--- src/rtl/fifo_pop_stream.sv ---
// Pop-side drain engine: credit-limited POP issue, RD_LAT realignment, skid buffer and flush sequencer.
// Optional delivered-word counter enabled by FIFO_POP_STREAM_STATS_EN.
module fifo_pop_stream #(
    parameter int DATA_WIDTH = 36,
    parameter int RD_LAT     = 1,
    parameter int FLAG_LAT   = 2,
    parameter int SKID_DEPTH = 4
) (
    input  logic                  Pop_Clk,
    input  logic                  Pop_Rst_n,
    input  logic [3:0]            POP_FLAG,
    input  logic [DATA_WIDTH-1:0] DOUT,
    output logic                  POP,
    output logic                  Pop_Clk_En,
    output logic                  Fifo_Pop_Flush,
    input  logic                  Flush_Req,
    output logic                  Flush_Busy,
    output logic [DATA_WIDTH-1:0] M_Data,
    output logic                  M_Valid,
    input  logic                  M_Ready,
    output logic [15:0]           Word_Count
);
    localparam int AW = $clog2(SKID_DEPTH);
    localparam int PW = AW + 1;
    localparam logic [PW:0] DEPTH_W = (PW+1)'(SKID_DEPTH);

    typedef enum logic [1:0] {S_RUN, S_DRAIN, S_FLUSH, S_SETTLE} state_t;

    state_t                r_state;
    logic [FLAG_LAT-1:0]   r_pop_hist;
    logic [RD_LAT-1:0]     r_land_pipe;
    logic [DATA_WIDTH-1:0] r_mem [SKID_DEPTH];
    logic [PW-1:0]         r_wptr;
    logic [PW-1:0]         r_rptr;
    logic [1:0]            r_settle_cnt;
    logic                  r_armed;
    logic                  r_fifo_flush;
    logic                  r_flush_busy;

    logic [1:0]            w_min_entries;
    logic [1:0]            w_recent;
    logic [PW-1:0]         w_inflight;
    logic [PW-1:0]         w_occ;
    logic [RD_LAT-1:0]     w_pipe_after;
    logic                  w_pop;
    logic                  w_land;
    logic                  w_deq;
    logic                  w_drained;

    always_comb begin
        unique case (POP_FLAG)
            4'h0:    w_min_entries = 2'd0;
            4'h1:    w_min_entries = 2'd1;
            default: w_min_entries = 2'd2;
        endcase
    end

    always_comb begin
        w_recent = '0;
        for (int unsigned i = 0; i < FLAG_LAT; i++) w_recent = w_recent + 2'(r_pop_hist[i]);
        w_inflight = '0;
        for (int unsigned i = 0; i < RD_LAT; i++) w_inflight = w_inflight + PW'(r_land_pipe[i]);
    end

    assign w_occ        = r_wptr - r_rptr;
    assign w_land       = r_land_pipe[RD_LAT-1];
    assign M_Valid      = (w_occ != '0);
    assign w_deq        = M_Valid && M_Ready;
    assign M_Data       = r_mem[r_rptr[AW-1:0]];
    // the entry landing this cycle no longer counts once the edge passes
    assign w_pipe_after = r_land_pipe << 1;
    assign w_drained    = (w_pipe_after == '0);

    assign w_pop = Pop_Rst_n && r_armed && (r_state == S_RUN) && (w_min_entries > w_recent)
                   && (({1'b0, w_occ} + {1'b0, w_inflight}) < DEPTH_W);

    assign POP            = w_pop;
    assign Pop_Clk_En     = 1'b1;
    assign Fifo_Pop_Flush = r_fifo_flush;
    assign Flush_Busy     = r_flush_busy;

    always_ff @(posedge Pop_Clk) begin
        if (!Pop_Rst_n) begin
            r_state      <= S_RUN;
            r_pop_hist   <= '0;
            r_land_pipe  <= '0;
            r_settle_cnt <= '0;
            r_armed      <= 1'b0;
            r_fifo_flush <= 1'b0;
            r_flush_busy <= 1'b0;
        end else begin
            r_armed      <= 1'b1;
            r_pop_hist   <= (r_pop_hist << 1) | FLAG_LAT'(w_pop);
            r_land_pipe  <= (r_land_pipe << 1) | RD_LAT'(w_pop);
            r_fifo_flush <= 1'b0;
            unique case (r_state)
                S_RUN: begin
                    if (Flush_Req) begin
                        r_state      <= S_DRAIN;
                        r_flush_busy <= 1'b1;
                    end
                end
                S_DRAIN: begin
                    if (w_drained) begin
                        r_state      <= S_FLUSH;
                        r_fifo_flush <= 1'b1;
                    end
                end
                S_FLUSH: begin
                    r_state      <= S_SETTLE;
                    r_settle_cnt <= 2'(FLAG_LAT - 1);
                end
                S_SETTLE: begin
                    if (r_settle_cnt == '0) begin
                        r_state      <= S_RUN;
                        r_flush_busy <= 1'b0;
                    end else begin
                        r_settle_cnt <= r_settle_cnt - 1'b1;
                    end
                end
                default: r_state <= S_RUN;
            endcase
        end
    end

    always_ff @(posedge Pop_Clk) begin
        if (!Pop_Rst_n) begin
            r_wptr <= '0;
            r_rptr <= '0;
            for (int unsigned i = 0; i < SKID_DEPTH; i++) r_mem[i] <= '0;
        end else if (r_state == S_FLUSH) begin
            r_wptr <= '0;
            r_rptr <= '0;
        end else begin
            if (w_land) begin
                r_mem[r_wptr[AW-1:0]] <= DOUT;
                r_wptr                <= r_wptr + 1'b1;
            end
            if (w_deq) r_rptr <= r_rptr + 1'b1;
        end
    end

    // credit rule makes a land into a full buffer impossible
    always_ff @(posedge Pop_Clk) begin
        if (Pop_Rst_n && w_land && !w_deq) assert (w_occ < PW'(SKID_DEPTH));
    end

`ifdef FIFO_POP_STREAM_STATS_EN
    logic [15:0] r_word_count;

    always_ff @(posedge Pop_Clk) begin
        if (!Pop_Rst_n)                          r_word_count <= '0;
        else if (r_state == S_FLUSH)             r_word_count <= '0;
        else if (w_deq && (r_word_count != '1))  r_word_count <= r_word_count + 1'b1;
    end

    assign Word_Count = r_word_count;
`else
    assign Word_Count = '0;
`endif

endmodule

--- config.mk ---
export PLATFORM = sky130hd
export DESIGN_NAME = fifo_pop_stream
export DESIGN_NICKNAME = d
export VERILOG_FILES = /design/src/rtl/fifo_pop_stream.sv
export SDC_FILE = /design/constraint.sdc
export NUM_CORES = 1
export LEC_CHECK = 0
export ABC_AREA = 1
export BUFFER_PORTS_ARGS = -buffer_cell sky130_fd_sc_hd__buf_2
export CORE_ASPECT_RATIO = 0.8
export CORE_MARGIN = 2
export CORE_UTILIZATION = 45
export CTS_CLUSTER_DIAMETER = 50
export DETAILED_ROUTE_END_ITERATION = 12
export PLACE_DENSITY = 0.63
export SYNTH_ARGS = -nofsm -noshare
export SYNTH_HDL_FRONTEND = slang
export SYNTH_SLANG_ARGS = --single-unit
--- constraint.sdc ---
create_clock -name Pop_Clk -period 3.2 [get_ports Pop_Clk]
set_input_delay 0.48 -clock Pop_Clk [delete_from_list [all_inputs] [get_ports Pop_Clk]]
set_output_delay 0.48 -clock Pop_Clk [all_outputs]
set_load 0.01 [all_outputs]
==> results of run 1 <==
[kinds of logic (layout without fill, tap and decap cells)]
kind of cell / Yosys count / in the layout / share of synthesized area, %
XOR/XNOR: 1 / 1 / 0.1218
buffers and inverters: 120 / 193 / 8.005
AND/OR/NAND/NOR: 259 / 259 / 15.00
flip-flops: 161 / 161 / 64.88
adder cells (fa/ha/maj): 12 / 12 / 2.193
other: 2 / 17 / 0.1045
AO/OA/AOI/OAI: 128 / 128 / 9.694
[worst register-to-register path, cell delays in order (launching register included)]
cell	delay (ns)
dfxtp_1	0.36
inv_1	0.09
ha_1	0.28
inv_1	0.11
a41oi_1	0.14
inv_2	0.71
[cells in the final DEF (no fill, tap or decap), types with 2 or more instances in the layout]
cell,Yosys,routed
nor2_1,205,205
edfxtp_1,144,144
buf_2,10,83
o21ai_0,78,78
inv_1,65,64
o22ai_1,36,36
nor2_2,17,17
conb_1,2,17
clkbuf_16,0,17
dfxtp_1,17,16
nand2_1,17,14
ha_1,11,11
a21oi_1,10,10
nand3_1,8,8
buf_4,18,7
clkinv_2,0,6
clkinvlp_4,0,5
nor3_1,4,4
buf_12,0,4
inv_2,1,3
nand2_4,3,3
nand2_2,0,3
nor2_4,2,2
a211oi_1,2,2
clkinv_4,0,2
bufinv_16,0,2
[per-layer routing]
metal	routed length, um	vias to the layer above	share of wire, %	global-route usage (%)
met4	150	0	0.93	6.209
met2	7555	149	47	32.01
met3	863	13	5.4	5.000
met1	7496	2434	47	25.96
li1	-	2416	-	-
met5	0	-	0	0
[final timing paths]
kind / startpoint / to / slack, ns
min reg2reg: r_wptr[2] / r_wptr[2] / 0.51
max: r_wptr[0] / M_Valid / 0.45
min: Pop_Rst_n / r_armed / 0.33
max reg2reg: r_state[0] / r_mem[3][0] / 1.12
[flip-flops by register name (all words and copies together), names as in the netlist, 2 cells and up, named ones only]
signal and count:
r_mem 144, r_settle_cnt 2, r_wptr 3, r_rptr 3, r_pop_hist 2, r_state 2
[through the flow]
step	instance area (um^2)	power [mW]	hold WS, ns	setup slack, ns	cells
final	8318	6.743	0.3296	0.4451	986
after global routing	8318	7.145	0.3163	0.2628	986
after CTS	8318	6.786	0.3103	0.4465	986
after detailed placement	7747	4.829	0.4996	0.9313	954
after global placement	7747	4.765	0.4731	0.9851	954
after floorplan	7246	4.010	0.4432	0.8110	698
[cell type report]
class	instances	area (um^2)	area share (%)
sequential	161	4666	56.09
clock buffer	17	425.4	5.114
tap	215	269.0	3.234
clock inverter	15	145.1	1.745
inverter	67	251.5	3.023
multi-input combinational	417	2013	24.20
timing repair buffer	94	548.0	6.588
[where the power goes]
part	leakage (nW)	internal, mW	switching (mW)
sequential	1.63	2.48	0.0886
clock	0.270	1.14	0.828
combinational	1.64	0.755	1.45
total	3.54	4.38	2.37
==> metrics, run 1 <==
HPWL Detailed around 9600 um; Layout Nets 814; Crit-path slowest cell dfxtp_1; Final Util ~53%; root buf cell clkbuf_16; Starting DRT DRC Count 432; Routed WL per cell about 16 um; fin crit share a little under nine tenths; Detail Route Antenna Nets 0; post-CTS sizing 0; type of the tightest min-delay check in -> reg; area of the mapped netlist 7189 um^2; hold-critical path depth 1; Cell Chain, Critical Path inv_1, ha_1, fa_1, nand2_1, inv_1, nand3_1, buf_2; Max clock buf depth 2; post-CTS setup buffers 0; fmax 0.3630 GHz; sequential share of the synthesized area between 60% and 70%; setup_tns 0 ns; chip height 117.1 um; skew final around 0.014 ns; Worst Tran Pin Value 0.9237 ns; Async S/R FF share, synth 0%; power per cell area between 800 and 900 nW/um^2; most area-hungry cell type in the Yosys netlist edfxtp_1; gr usage total roughly a fifth; Placement Rows a little over 40; Placer Congestion around 0.76; Crit Path Category reg -> out; vias in the first global route 4,961; final WL ~16,000 um; Crit. End Element primary output; final hold violation count 0; critical path depth 7; Ports between 100 and 150; Synth Flop Type edfxtp_1; R2R depth 5; cell count after synthesis between 600 and 700; Post-synth EDFFs approximately 140; minimum clock period 2.755 ns; status finished clean; Worst EP required 2.72 ns; global route overflow 0; Die Width around 150 um; CP Max Fanout 7; DRT Pass-1 Iters 5; Core Box Area between 15,000 and 20,000 um^2; area delta synth->final 15.70%; crit start category flip-flop; static leakage between 3 and 4 nW; TritonCTS clock tree done; Yosys reg bits 161; RSZ-0062 raised after global routing no; Max-slew headroom 38.33%; vias per cell ~5.1; largest net degree at the start of global routing between 70 and 80; Worst VDD drop between 0.4 and 0.5 mV; Max Slew Vio Count 0; DRC violations left 0; Top delay family on crit path adder cells; Avg Cell Area, Syn 10.53 um^2; Antenna diodes 0; Crit path buffers/inverters 3; Clock Latency Late Sink about 0.43 ns; final setup violation count 0; CP Data Arrival Time 2.27 ns; YS warnings 0; top-count cell post-synth nor2_1; CTS sink count between 150 and 200; Clock transition at path regs 0.07 ns; first-pass GRT wire length 25,440 um; top cells by count, synth nor2_1 (205), edfxtp_1 (144), o21ai_0 (78), inv_1 (65), o22ai_1 (36); most frequent CP cell inv_1; # fillers 1,400; proportion of layout cells with a drive suffix above 1 about a fifth; Yosys cell types 30; I/O Buffers between 80 and 90; Max Cap Viol 0; Die ar. roughly 17,000 um^2; initial core utilization between 40% and 50%; H-tree level count 4; Synth top area share between 60% and 70%; via count 5,012; synth top area cells edfxtp_1 (60%), nor2_1 (11%), o21ai_0 (5.4%), dfxtp_1 (4.7%), inv_1 (3.4%); crit-path max cell delay between 0.5 and 0.6 ns; # hold bufs at CTS 0; total CTS buffers 17; antenna violations before repair 0
Power figures use the tool's default switching activity.
==> inputs of run 2 (changes only) <==
--- a/config.mk
+++ b/config.mk
@@ -13,6 +13,7 @@
 export CTS_CLUSTER_DIAMETER = 50
 export DETAILED_ROUTE_END_ITERATION = 12
 export PLACE_DENSITY = 0.63
+export RECOVER_POWER = 50
 export SYNTH_ARGS = -nofsm -noshare
 export SYNTH_HDL_FRONTEND = slang
 export SYNTH_SLANG_ARGS = --single-unit
==> run 2 against run 1 <==
Against the previous run:
- sequential share of layout area increased by 0.38 points
- hold slack better by 0.071 ns
- wire length is essentially flat
- fmax up 2.3%
- sequential power about the same
- register-to-register slack lost 0.43 ns
- non-clock buffer count stayed put
- critical path depth unchanged
==> metrics, run 2 (synthesis gave the netlist of run 1 again) <==
proportion of layout cells with a drive suffix above 1 between 10% and 20%; Max Cap Viol 0; CP Max Fanout 7; total power around 6.7 mW; Routed WL per cell ~16 um; total CTS buffers 17; skew final 0.01547 ns; antenna violations before repair 0; Final Util ~53%; Max Slew Vio Count 0; fin crit share a little over four fifths; highest-count cells in the layout ignoring fill and taps nor2_1 (210), edfxtp_1 (144), buf_2 (80); # hold bufs at CTS 0; crit start category flip-flop; Crit Path Category reg -> out; root buf cell clkbuf_16; minimum clock period around 2.7 ns; Die Width between 100 and 150 um; R2R Path Start r_state[0]; global route overflow 0; I/O Buffers a little over 80; final hold violation count 0; status finished clean; Most flops, register r_mem; Worst Tran Pin Value 1.020 ns; Worst setup startpoint r_wptr[0]; Placer Congestion ~0.76; vias per cell just over 5; Antenna diodes 0; DRT Pass-1 Iters 5; post-route design area 8262 um^2; RSZ-0062 raised after global routing no; Clock transition at path regs around 0.06 ns; final setup violation count 0; Placement Rows 41; H-tree level count 4; Layout Nets approximately 810; hold_sp DOUT[10]; Worst EP required around 2.7 ns; largest net degree at the start of global routing between 70 and 80; initial core utilization a little under half; Worst VDD drop approximately 0.42 mV; gr usage total between 10% and 20%; Core Box Area 15,700 um^2; area delta synth->final 14.91%; HPWL Detailed approximately 9600 um; Crit-path slowest cell fa_1; TritonCTS clock tree done; setup_tns 0 ns; post-CTS sizing 0; Largest regs r_mem x144, r_rptr x3, r_wptr x3; placed cell areas roughly 7700 um^2; Starting DRT DRC Count between 400 and 500; post-CTS setup buffers 0; static leakage about 3.5 nW; Ports roughly 100; first-pass GRT wire length between 20,000 and 30,000 um; chip height between 100 and 150 um; Crit. End Element primary output; DRC violations left 0; most common cell after layout, fill and taps aside nor2_1; CP Data Arrival Time 2.21 ns; CTS sink count 161; most frequent CP cell inv_1; Die ar. about 17,000 um^2; Detail Route Antenna Nets 0; power per cell area between 800 and 900 nW/um^2; vias in the first global route 4,961; WHS between 0.4 and 0.5 ns; Max-slew headroom 31.99%; via count between 4,000 and 5,000; final WL 16,050 um; Clock Latency Late Sink roughly 0.43 ns; type of the tightest min-delay check in -> reg; crit-path max cell delay approximately 0.52 ns; Cell Chain, Critical Path inv_1, ha_1, fa_1, nand2_1, inv_1, nand3_1, buf_2; Max clock buf depth 2; max reg flops 144; fmax around 0.37 GHz
==> run 2: cell count changes in the layout (fill, tap and decap cells not counted), sizes merged <==
| cell | change |
|---|---|
| clkbuf | +8 |
| buf | -8 |
==> run 2: worst paths after layout <==
| check | end | slack (ns) | depth (start not counted) |
|---|---|---|---|
| min | r_mem[0][10] | 0.40 | 3 |
| max | M_Valid | 0.51 | 7 |
| min reg2reg | r_wptr[2] | 0.50 | 1 |
| max reg2reg | r_mem[1][18] | 0.69 | 6 |
==> run 2: metrics by stage <==
step / instances / worst slack (ns)
2_1_floorplan: 698 / 0.8110
3_3_place_gp: 954 / 0.9851
3_5_place_dp: 954 / 0.9313
4_1_cts: 986 / 0.4465
5_1_grt: 986 / 0.3047
6_report: 986 / 0.5074
==> run 2: power by group <==
group	switching, mW	internal [mW]
registers	0.0871	2.48
logic	1.44	0.748
clock network	0.827	1.14
total	2.35	4.37
==> run 2: metal layers <==
| metal | vias to the layer above | share of wire [%] | GRT usage, % | routed length (um) |
|---|---|---|---|---|
| met1 | 2407 | 46 | 25.96 | 7434 |
| li1 | 2414 | - | - | - |
| met3 | 13 | 5.6 | 5.000 | 902 |
| met5 | - | 0 | 0 | 0 |
| met4 | 0 | 0.96 | 6.209 | 154 |
| met2 | 150 | 47 | 32.01 | 7560 |
==> run 2: critical path, delay by kind of cell, from the launching register on <==
family,cells,cell delay (ns)
buf+inv,3,0.34
flops,1,0.47
fa+ha+maj,2,0.73
simple gates,2,0.25
==> run 2: cell type report <==
class                      instances  area (um^2)
multi-input combinational        417         1986
sequential                       161         4666
fill                            1408         7436
inverter                          67        251.5
clock buffer                      17        425.4
clock inverter                    15        145.1
timing repair buffer              94        519.2
tap                              215        269.0
==> inputs of run 3 (changes only) <==
--- a/config.mk
+++ b/config.mk
@@ -12,7 +12,7 @@
 export CORE_UTILIZATION = 45
 export CTS_CLUSTER_DIAMETER = 50
 export DETAILED_ROUTE_END_ITERATION = 12
-export PLACE_DENSITY = 0.63
+export PLACE_DENSITY = 0.66
 export RECOVER_POWER = 50
 export SYNTH_ARGS = -nofsm -noshare
 export SYNTH_HDL_FRONTEND = slang
==> constraint.sdc (replaced) <==
create_clock -name Pop_Clk -period 2.37 [get_ports Pop_Clk]
set_input_delay 0.3555 -clock Pop_Clk [delete_from_list [all_inputs] [get_ports Pop_Clk]]
set_output_delay 0.3555 -clock Pop_Clk [all_outputs]
set_load 0.01 [all_outputs]
==> run 3 against run 2 <==
Against the previous run:
- hold slack got worse by 0.14 ns
- via count is 1.1% higher
- clock skew rose by 0.0051 ns
- critical path depth decreased by 1
- register-to-register slack lost 0.46 ns
- core utilization grew 0.69 points
- die area did not move
- clock-buffer cell count is 4 higher
- sequential power grew 35%
- wire length up 0.66%
- clock power increased by 31%
- non-clock buffer count is 6 higher
- critical path type unchanged
- critical endpoint is now POP
- largest cell class unchanged
==> metrics, run 3 (synthesis gave the netlist of run 1 again) <==
proportion of layout cells with a drive suffix above 1 20.33%; Crit Path Category reg -> out; Die ar. roughly 17,000 um^2; I/O Buffers between 80 and 90; TritonCTS clock tree done; Max-slew headroom 31.90%; total CTS buffers 17; fmax between 0.4 and 0.5 GHz; static leakage between 3 and 4 nW; gr usage total between 10% and 20%; Worst VDD drop roughly 0.71 mV; CP Data Arrival Time slightly below 2 ns; most common cell after layout, fill and taps aside nor2_1; Detail Route Antenna Nets 0; Crit-path slowest cell dfxtp_2; DRC violations left 0; final hold violation count 0; Routed WL per cell between 15 and 20 um; WHS approximately 0.26 ns; Antenna diodes 0; Pint 6.102 mW; R2R Path Start r_state[0]; crit start category flip-flop; R2R depth 8; fin crit share a little over nine tenths; most frequent CP cell ha_1; skew final ~0.021 ns; hold_sp DOUT[30]; crit-path max cell delay 0.39 ns; sw power approximately 3.2 mW; power per cell area 1111 nW/um^2; chip height 117.1 um; Comb power frac between 30% and 40%; final WL 16,160 um; Clock transition at path regs roughly 0.06 ns; Most flops, register r_mem; max reg flops 144; Worst Tran Pin Value a little over 1 ns; vias in the first global route slightly below 5,000; Worst EP required between 2 and 2.5 ns; # fillers about 1,400; Final Util ~53%; Core Box Area ~16,000 um^2; type of the tightest min-delay check in -> reg; Max Slew Vio Count 0; minimum clock period 2.290 ns; sequential power share 37.3%; Clock Latency Late Sink between 0.4 and 0.5 ns; Max Cap Viol 0; placed cell count roughly 960; fin worst setup slack around 0.080 ns; fin cells between 900 and 1,000; root buf cell clkbuf_16; area delta synth->final 16.41%; setup_tns 0 ns; CTS sink count ~160; HPWL Detailed about 9500 um; Placer Congestion 0.8039; Cell Chain, Critical Path ha_1, ha_1, a21oi_1, o21ai_0, nor3_1, buf_2; hold-critical path depth 3; reg2reg setup slack between 0.2 and 0.25 ns; Largest regs r_mem x144, r_rptr x3, r_wptr x3; Die Width between 100 and 150 um; final setup violation count 0; Placement Setup Slack approximately 0.24 ns; first-pass GRT wire length between 20,000 and 30,000 um; RSZ-0062 raised after global routing no; DRT Pass-1 Iters 5; Starting DRT DRC Count 411; Placement Rows slightly above 40; H-tree level count 4; clock share of power ~28%; vias per cell 5.079; antenna violations before repair 0; global route overflow 0; Crit. End Element primary output; # hold bufs at CTS 0; CP Max Fanout 5; Layout Nets 820; Ports just over 100; status finished clean; Sw Ratio approximately 34%; via count between 5,000 and 6,000; RR Endpoint r_mem[2][11]; highest-count cells in the layout ignoring fill and taps nor2_1 (206), edfxtp_1 (144), buf_2 (81); Max clock buf depth 2; end of the worst hold path r_mem[3][30]; largest net degree at the start of global routing 55; initial core utilization a little under half
run 3: worst max path at each step:
stage	from	end	slack, ns	depth (start not counted)
2_1_floorplan	r_state[0]	r_mem[1][0]	0.05	6
3_3_place_gp	r_wptr[0]	M_Valid	0.28	7
5_1_grt	r_pop_hist[0]	POP	0.009	6
6_report	r_pop_hist[0]	POP	0.08	6
4_1_cts	r_wptr[0]	POP	0.01	6
3_5_place_dp	r_wptr[0]	M_Valid	0.24	7
run 3: area by class of cell:
class / count / area (um^2) / area share [%]
Timing Repair Buffer: 100 / 601.8 / 7.191
Clock buffer: 21 / 440.4 / 5.262
Multi-Input combinational cell: 417 / 2021 / 24.14
Clock inverter: 11 / 113.9 / 1.360
Inverter: 67 / 251.5 / 3.005
Tap cell: 215 / 269.0 / 3.214
Sequential cell: 161 / 4672 / 55.82
run 3: repair_timing:
| item | in CTS | in global routing |
|---|---|---|
| endpoints found under the hold margin | 0 | 0 |
| gates resized for setup | 11 | 2 |
| setup endpoints to repair | 2 | 5 |
| gates cloned | 0 | 0 |
| buffers inserted | 1 | 2 |
| pin swaps | 3 | 2 |
run 3: through the flow:
step                      power [mW]  area, um^2
after floorplan                5.414        7251
after global placement         6.514        7807
after detailed placement       6.598        7807
after CTS                      9.299        8406
after global routing           9.866        8369
final                          9.298        8369
run 3: power by group through the flow:
| stage | logic (mW) | clock network [mW] | registers, mW |
|---|---|---|---|
| after floorplan | 1.92 | 0 | 3.49 |
| after global placement | 3.00 | 0 | 3.51 |
| after detailed placement | 3.07 | 0 | 3.53 |
| after CTS | 3.21 | 2.62 | 3.47 |
| after global routing | 3.61 | 2.76 | 3.49 |
| final | 3.24 | 2.59 | 3.47 |
run 3: critical path: cells and delay by family (launching register included):
family          cells  cell delay (ns)
compound gates      2             0.27
fa+ha+maj           2             0.53
buf+inv             1             0.16
flops               1             0.39
simple gates        1             0.15
run 3: per-layer routing:
layer  GRT usage [%]  wire length (um)  part of all wire, %
met4           5.425                97                 0.60
met3           5.736              1174                  7.3
met5               0                 0                    0
met1           25.51              7010                   43
met2           33.02              7875                   49
